===== src/rtl/ex_muldiv.sv =====
// Execute-stage iterative multiply/divide unit with architectural HI/LO registers.
// Shift-add multiply and restoring divide, one bit per falling edge, then a sign-fix cycle.
module ex_muldiv #(
    parameter int unsigned XLEN = 32
) (
    input  logic            clk,
    input  logic            rst_n,
    input  logic            op_valid,
    input  logic [2:0]      op,
    input  logic [XLEN-1:0] rs_data,
    input  logic [XLEN-1:0] rt_data,
    input  logic            flush,
    output logic            stall,
    output logic            busy,
    output logic            done,
    output logic [XLEN-1:0] hi,
    output logic [XLEN-1:0] lo
);

    localparam int unsigned CW = $clog2(XLEN);

    localparam logic [2:0] OpNop   = 3'd0;
    localparam logic [2:0] OpMult  = 3'd1;
    localparam logic [2:0] OpMultu = 3'd2;
    localparam logic [2:0] OpDiv   = 3'd3;
    localparam logic [2:0] OpDivu  = 3'd4;
    localparam logic [2:0] OpMthi  = 3'd5;
    localparam logic [2:0] OpMtlo  = 3'd6;

    typedef enum logic [1:0] {StIdle, StMul, StDiv, StFix} state_e;

    state_e              state_q;
    logic [CW-1:0]       cnt_q;
    logic [2*XLEN-1:0]   acc_q;
    logic [2*XLEN-1:0]   mcand_q;
    logic [XLEN-1:0]     mplier_q;
    logic [XLEN-1:0]     rem_q;
    logic [XLEN-1:0]     quo_q;
    logic [XLEN-1:0]     divisor_q;
    logic [XLEN-1:0]     a_raw_q;
    logic                neg_q;
    logic                neg_rem_q;
    logic                dz_q;
    logic                is_div_q;
    logic                done_q;
    logic [XLEN-1:0]     hi_q;
    logic [XLEN-1:0]     lo_q;

    logic                signed_op;
    logic [XLEN-1:0]     mag_a;
    logic [XLEN-1:0]     mag_b;
    logic [XLEN:0]       div_shift;
    logic [XLEN:0]       div_diff;
    logic [2*XLEN-1:0]   prod_fix;
    logic [XLEN-1:0]     quo_fix;
    logic [XLEN-1:0]     rem_fix;
    logic                last_iter;

    always_comb begin
        signed_op = (op == OpMult) || (op == OpDiv);
        mag_a     = (signed_op && rs_data[XLEN-1]) ? -rs_data : rs_data;
        mag_b     = (signed_op && rt_data[XLEN-1]) ? -rt_data : rt_data;
        // Partial remainder stays below the divisor, so XLEN bits suffice between steps.
        div_shift = {rem_q, quo_q[XLEN-1]};
        div_diff  = div_shift - {1'b0, divisor_q};
        prod_fix  = neg_q ? -acc_q : acc_q;
        quo_fix   = neg_q ? -quo_q : quo_q;
        rem_fix   = neg_rem_q ? -rem_q : rem_q;
        last_iter = (cnt_q == CW'(XLEN - 1));
    end

    always_ff @(negedge clk or negedge rst_n) begin
        if (!rst_n) begin
            state_q   <= StIdle;
            cnt_q     <= '0;
            acc_q     <= '0;
            mcand_q   <= '0;
            mplier_q  <= '0;
            rem_q     <= '0;
            quo_q     <= '0;
            divisor_q <= '0;
            a_raw_q   <= '0;
            neg_q     <= 1'b0;
            neg_rem_q <= 1'b0;
            dz_q      <= 1'b0;
            is_div_q  <= 1'b0;
            done_q    <= 1'b0;
            hi_q      <= '0;
            lo_q      <= '0;
        end else begin
            done_q <= 1'b0;
            unique case (state_q)
                StIdle: begin
                    if (op_valid && !flush) begin
                        case (op)
                            OpMult, OpMultu: begin
                                mcand_q  <= {{XLEN{1'b0}}, mag_a};
                                mplier_q <= mag_b;
                                acc_q    <= '0;
                                neg_q    <= signed_op & (rs_data[XLEN-1] ^ rt_data[XLEN-1]);
                                is_div_q <= 1'b0;
                                cnt_q    <= '0;
                                state_q  <= StMul;
                            end
                            OpDiv, OpDivu: begin
                                rem_q     <= '0;
                                quo_q     <= mag_a;
                                divisor_q <= mag_b;
                                neg_q     <= signed_op & (rs_data[XLEN-1] ^ rt_data[XLEN-1]);
                                neg_rem_q <= signed_op & rs_data[XLEN-1];
                                dz_q      <= (rt_data == '0);
                                a_raw_q   <= rs_data;
                                is_div_q  <= 1'b1;
                                cnt_q     <= '0;
                                state_q   <= StDiv;
                            end
                            OpMthi:  hi_q <= rs_data;
                            OpMtlo:  lo_q <= rs_data;
                            default: ;
                        endcase
                    end
                end
                StMul: begin
                    if (flush) begin
                        state_q <= StIdle;
                    end else begin
                        if (mplier_q[0]) begin
                            acc_q <= acc_q + mcand_q;
                        end
                        mcand_q  <= mcand_q << 1;
                        mplier_q <= mplier_q >> 1;
                        cnt_q    <= cnt_q + CW'(1);
                        if (last_iter) begin
                            state_q <= StFix;
                        end
                    end
                end
                StDiv: begin
                    if (flush) begin
                        state_q <= StIdle;
                    end else begin
                        if (!div_diff[XLEN]) begin
                            rem_q <= div_diff[XLEN-1:0];
                            quo_q <= {quo_q[XLEN-2:0], 1'b1};
                        end else begin
                            rem_q <= div_shift[XLEN-1:0];
                            quo_q <= {quo_q[XLEN-2:0], 1'b0};
                        end
                        cnt_q <= cnt_q + CW'(1);
                        if (last_iter) begin
                            state_q <= StFix;
                        end
                    end
                end
                StFix: begin
                    state_q <= StIdle;
                    cnt_q   <= '0;
                    if (!flush) begin
                        done_q <= 1'b1;
                        if (!is_div_q) begin
                            hi_q <= prod_fix[2*XLEN-1:XLEN];
                            lo_q <= prod_fix[XLEN-1:0];
                        end else if (dz_q) begin
                            // Divide by zero: dividend to HI, all ones to LO, no trap.
                            hi_q <= a_raw_q;
                            lo_q <= '1;
                        end else begin
                            hi_q <= rem_fix;
                            lo_q <= quo_fix;
                        end
                    end
                end
                default: state_q <= StIdle;
            endcase
        end
    end

    assign busy  = (state_q != StIdle);
    assign stall = busy & op_valid & (op != OpNop);
    assign done  = done_q;
    assign hi    = hi_q;
    assign lo    = lo_q;

endmodule

===== config.mk =====
export PLATFORM = sky130hd
export DESIGN_NAME = ex_muldiv
export DESIGN_NICKNAME = d
export VERILOG_FILES = /design/src/rtl/ex_muldiv.sv
export SDC_FILE = /design/constraint.sdc
export NUM_CORES = 1
export LEC_CHECK = 0
export CAP_MARGIN = 25
export CORE_UTILIZATION = 45
export DETAILED_ROUTE_END_ITERATION = 16
export HOLD_SLACK_MARGIN = 0.08
export MAX_ROUTING_LAYER = met4
export PLACE_DENSITY = 0.62
export SYNTH_ARGS = -nofsm -noshare
export SYNTH_HDL_FRONTEND = slang
export SYNTH_SLANG_ARGS = --single-unit

===== constraint.sdc =====
create_clock -name clk -period 5.4 [get_ports clk]
set_input_delay 1.35 -clock clk [delete_from_list [all_inputs] [get_ports clk]]
set_output_delay 1.35 -clock clk [all_outputs]
set_load 0.005 [all_outputs]

==> results.cfg <==
[outcome]
status = finished, violations left
violations = negative setup slack

[timing]
layout_setup_ws_ns = -1.17
setup_viol = 73
slew_viol_final = 0
slew_headroom_pct = 35.8
tightest_slew_ns = 0.963
hold-worst-slack_ns = 0.421
skew_ns = 0.0163
rsz0062_at_grt = yes
final-hold-violation-count = 0

[worst_setup_path]
reg2regPathDepth = 14
endpoint_kind = flop
crit_fanout = 3
cp-startpoint = rs_data[3]
critical_path_required_ns = 3.11
cp_cell_sequence = buf_6, or4_4, nor4_4, nand3_2, or4_4, nor4_4, nand2_2, or4_4, o41ai_4, xor2_1, o211ai_1
reg2reg_to = rem_q[4]
cpMostUsedCell = or4_4
slowest_stage = or4_4
crit_path_max_incr_delay_ns = 0.55
crit_path_start_kind = input port
cp.arrival_ns = 4.28
crit_type = in -> reg
crit-reg2reg-launch = divisor_q[0]
reg2reg_slack_ns = 0.90
endpoint = mcand_q[29]

[run]
drv_cap = 0

[synthesis]
yosys_register_bits = 364
synth_edf_count = 0
netlist_area_um2 = 24600
ys_seq_area_share_pct = 37.0
yosys_warnings = 0
syn-num-nets = 3177
synth_cells = 2998
ys_async_sr_fraction_pct = 100
synth.distinct_cells = 74
ys.flop_type = dfrtn_1
synth.avg_cell_area_um2 = 8.20

[clock_tree]
clk_path_buf_depth = 3
cts.sinks = 364
holdBufCountCts = 0
root_buffer = clkbuf_16
numCtsBuffers = 46
cts.clk_slew.worst_paths_ns = 0.05
h-tree-depth = 2
cts_tree = done
insertion_delay_ns = 0.58

[routing]
routed_via_density = 5.99
dr.pass1.iters = 5
wl_per_cell_um = 22.2
drtAntennaViolNets = 0
drc = 0
vias = 24400
routed_wl_mm = 90.3
drt_iter0_drc = 2061

[layout]
final_cell_mix = 517 x nand2_1, 364 x dfrtn_1, 268 x buf_4, 235 x o21ai_0, 192 x nor2_1
regArea_um2 = 9110
final_nets = 3520
fill_cells = 4795
layout_commonest_cell = nand2_1
fin_util_pct = 58.8
fin_cells = 4073
multi_input_area_um2 = 15500
syn_to_final_growth_pct = 28.9
drive_gt1_share_pct = 18.2

[global_route]
grt_usage_pct = 32.7
grt_pass1_wl_mm = 138
antenna_found_initial = 3
grt_pass1_vias = 23300
grt_max_degree = 89
grt.overflow.total = 0

[power_and_ir_drop]
p_clk_share_pct = 18.2
swShare_pct = 45.9
power.share.combinational_pct = 53.1
powerDensity_nw_per_um2 = 531
internal-power_mw = 9.11
power.total_mw = 16.8
p_seq_share_pct = 28.7
power.switching_mw = 7.73
ir_drop_mv = 0.325
p_leak_nw = 14.3

[floorplanning]
pin_count = 138
start_util_pct = 45.6
die_h_um = 236
die-area_um2 = 55600
num_rows = 85
core-area_um2 = 53900
die_w_um = 236

[placement]
gp_congestion = 0.949
placed_cells = 3921
preCtsSetupSlack_ns = -2.17
port_buffers = 137
dp_hpwl_mm = 66.5

[worst_hold_path]
hold_path.class = reg -> reg
[metrics by stage]
| step | cell area (µm²) | TNS (ns) |
|---|---|---|
| 2_1_floorplan | 24900 | -55.99 |
| 3_3_place_gp | 28700 | -278.44 |
| 3_5_place_dp | 28700 | -288.79 |
| 4_1_cts | 31100 | -48.24 |
| 5_1_grt | 31700 | -47.02 |
| 6_report | 31700 | -41.75 |
[what timing repair did]
item,4_1_cts,5_1_grt
pin swaps,75,73
endpoints found under the setup margin,298,194
setup buffers,55,22
cloned,3,6
gates resized for setup,274,133
[flip-flops by register name, indices dropped and copies added, names as in the netlist]
signal	count
done	1
mplier_q	32
lo	32
divisor_q	32
acc_q	64
dz_q	1
is_div_q	1
cnt_q	5
mcand_q	64
quo_q	32
rem_q	32
neg_rem_q	1
hi	32
a_raw_q	32
neg_q	1
state_q	2
[logic make-up after synthesis]
logic type	share of synthesized area (%)
XOR/XNOR	9.30
buffers and inverters	4.19
AO/OA/AOI/OAI	23.5
AND/OR/NAND/NOR	19.1
adder cells (fa/ha/maj)	5.56
flip-flops	37.0
multiplexers	1.34
[layout make-up]
cell class	count	area share (%)
Sequential cell	364	28.7
Clock inverter	9	0.249
Multi-Input combinational cell	2381	49.0
Timing Repair Buffer	476	14.0
Antenna cell	4	0.0316
Tap cell	696	2.75
Clock buffer	71	4.37
Inverter	72	0.861
[routing by layer]
metal	vias up	track usage (%)	wire, µm
met4	0	12.3	3980
met1	11900	43.5	39500
met3	171	4.56	6330
li1	11500	-	-
met5	-	-	0
met2	860	50.5	40500
[critical path, delay by kind of cell]
kind	cells	cell delay (ns)
XOR/XNOR	1	0.26
AND/OR/NAND/NOR	7	2.23
AO/OA/AOI/OAI	2	0.34
buffers and inverters	1	0.09
[worst min-delay path by stage]
| stage | from | to | slack (ns) | depth (start not counted) |
|---|---|---|---|---|
| floorplan | a_raw_q[30] | a_raw_q[30] | 0.40 | 2 |
| global placement | a_raw_q[30] | a_raw_q[30] | 0.41 | 2 |
| detailed placement | a_raw_q[30] | a_raw_q[30] | 0.42 | 2 |
| CTS | a_raw_q[30] | a_raw_q[30] | 0.42 | 2 |
| global route | a_raw_q[13] | a_raw_q[13] | 0.44 | 2 |
| finish | a_raw_q[30] | a_raw_q[30] | 0.42 | 2 |
[cells in the mapped netlist, types with 6 or more instances]
| library cell | n | area (µm²) |
|---|---|---|
| a211oi_1 | 11 | 82.6 |
| a21o_1 | 64 | 480 |
| a21oi_1 | 197 | 986 |
| a221o_1 | 6 | 60.1 |
| a22o_1 | 8 | 70.1 |
| a22oi_1 | 28 | 210 |
| a31oi_1 | 65 | 407 |
| and2_1 | 11 | 68.8 |
| and3_1 | 10 | 62.6 |
| buf_1 | 9 | 33.8 |
| clkbuf_1 | 167 | 627 |
| dfrtn_1 | 364 | 9110 |
| ha_1 | 106 | 1330 |
| inv_1 | 72 | 270 |
| mux2i_1 | 28 | 280 |
| nand2_1 | 525 | 1970 |
| nand2b_1 | 27 | 169 |
| nand3_1 | 93 | 465 |
| nand3b_1 | 7 | 52.6 |
| nand4_1 | 23 | 144 |
| nor2_1 | 203 | 762 |
| nor2b_1 | 13 | 81.3 |
| nor3_1 | 31 | 155 |
| nor4_1 | 22 | 138 |
| o211ai_1 | 34 | 255 |
| o21a_1 | 8 | 60.1 |
| o21ai_0 | 324 | 1620 |
| o21bai_1 | 17 | 128 |
| o221ai_1 | 38 | 333 |
| o311ai_0 | 27 | 236 |
| o31ai_1 | 48 | 360 |
| o41ai_1 | 18 | 158 |
| or2_2 | 13 | 81.3 |
| or3_1 | 22 | 138 |
| or4_1 | 27 | 203 |
| xnor2_1 | 166 | 1450 |
| xor2_1 | 95 | 832 |
[power by group through the flow]
stage	registers [mW]	logic (mW)	clock network, mW
6_report	4.83	8.95	3.06
5_1_grt	4.92	9.81	3.22
4_1_cts	4.80	8.65	3.10
3_5_place_dp	4.85	8.55	0
3_3_place_gp	4.81	8.39	0
2_1_floorplan	4.41	5.72	0
Power figures use the tool's default switching activity.
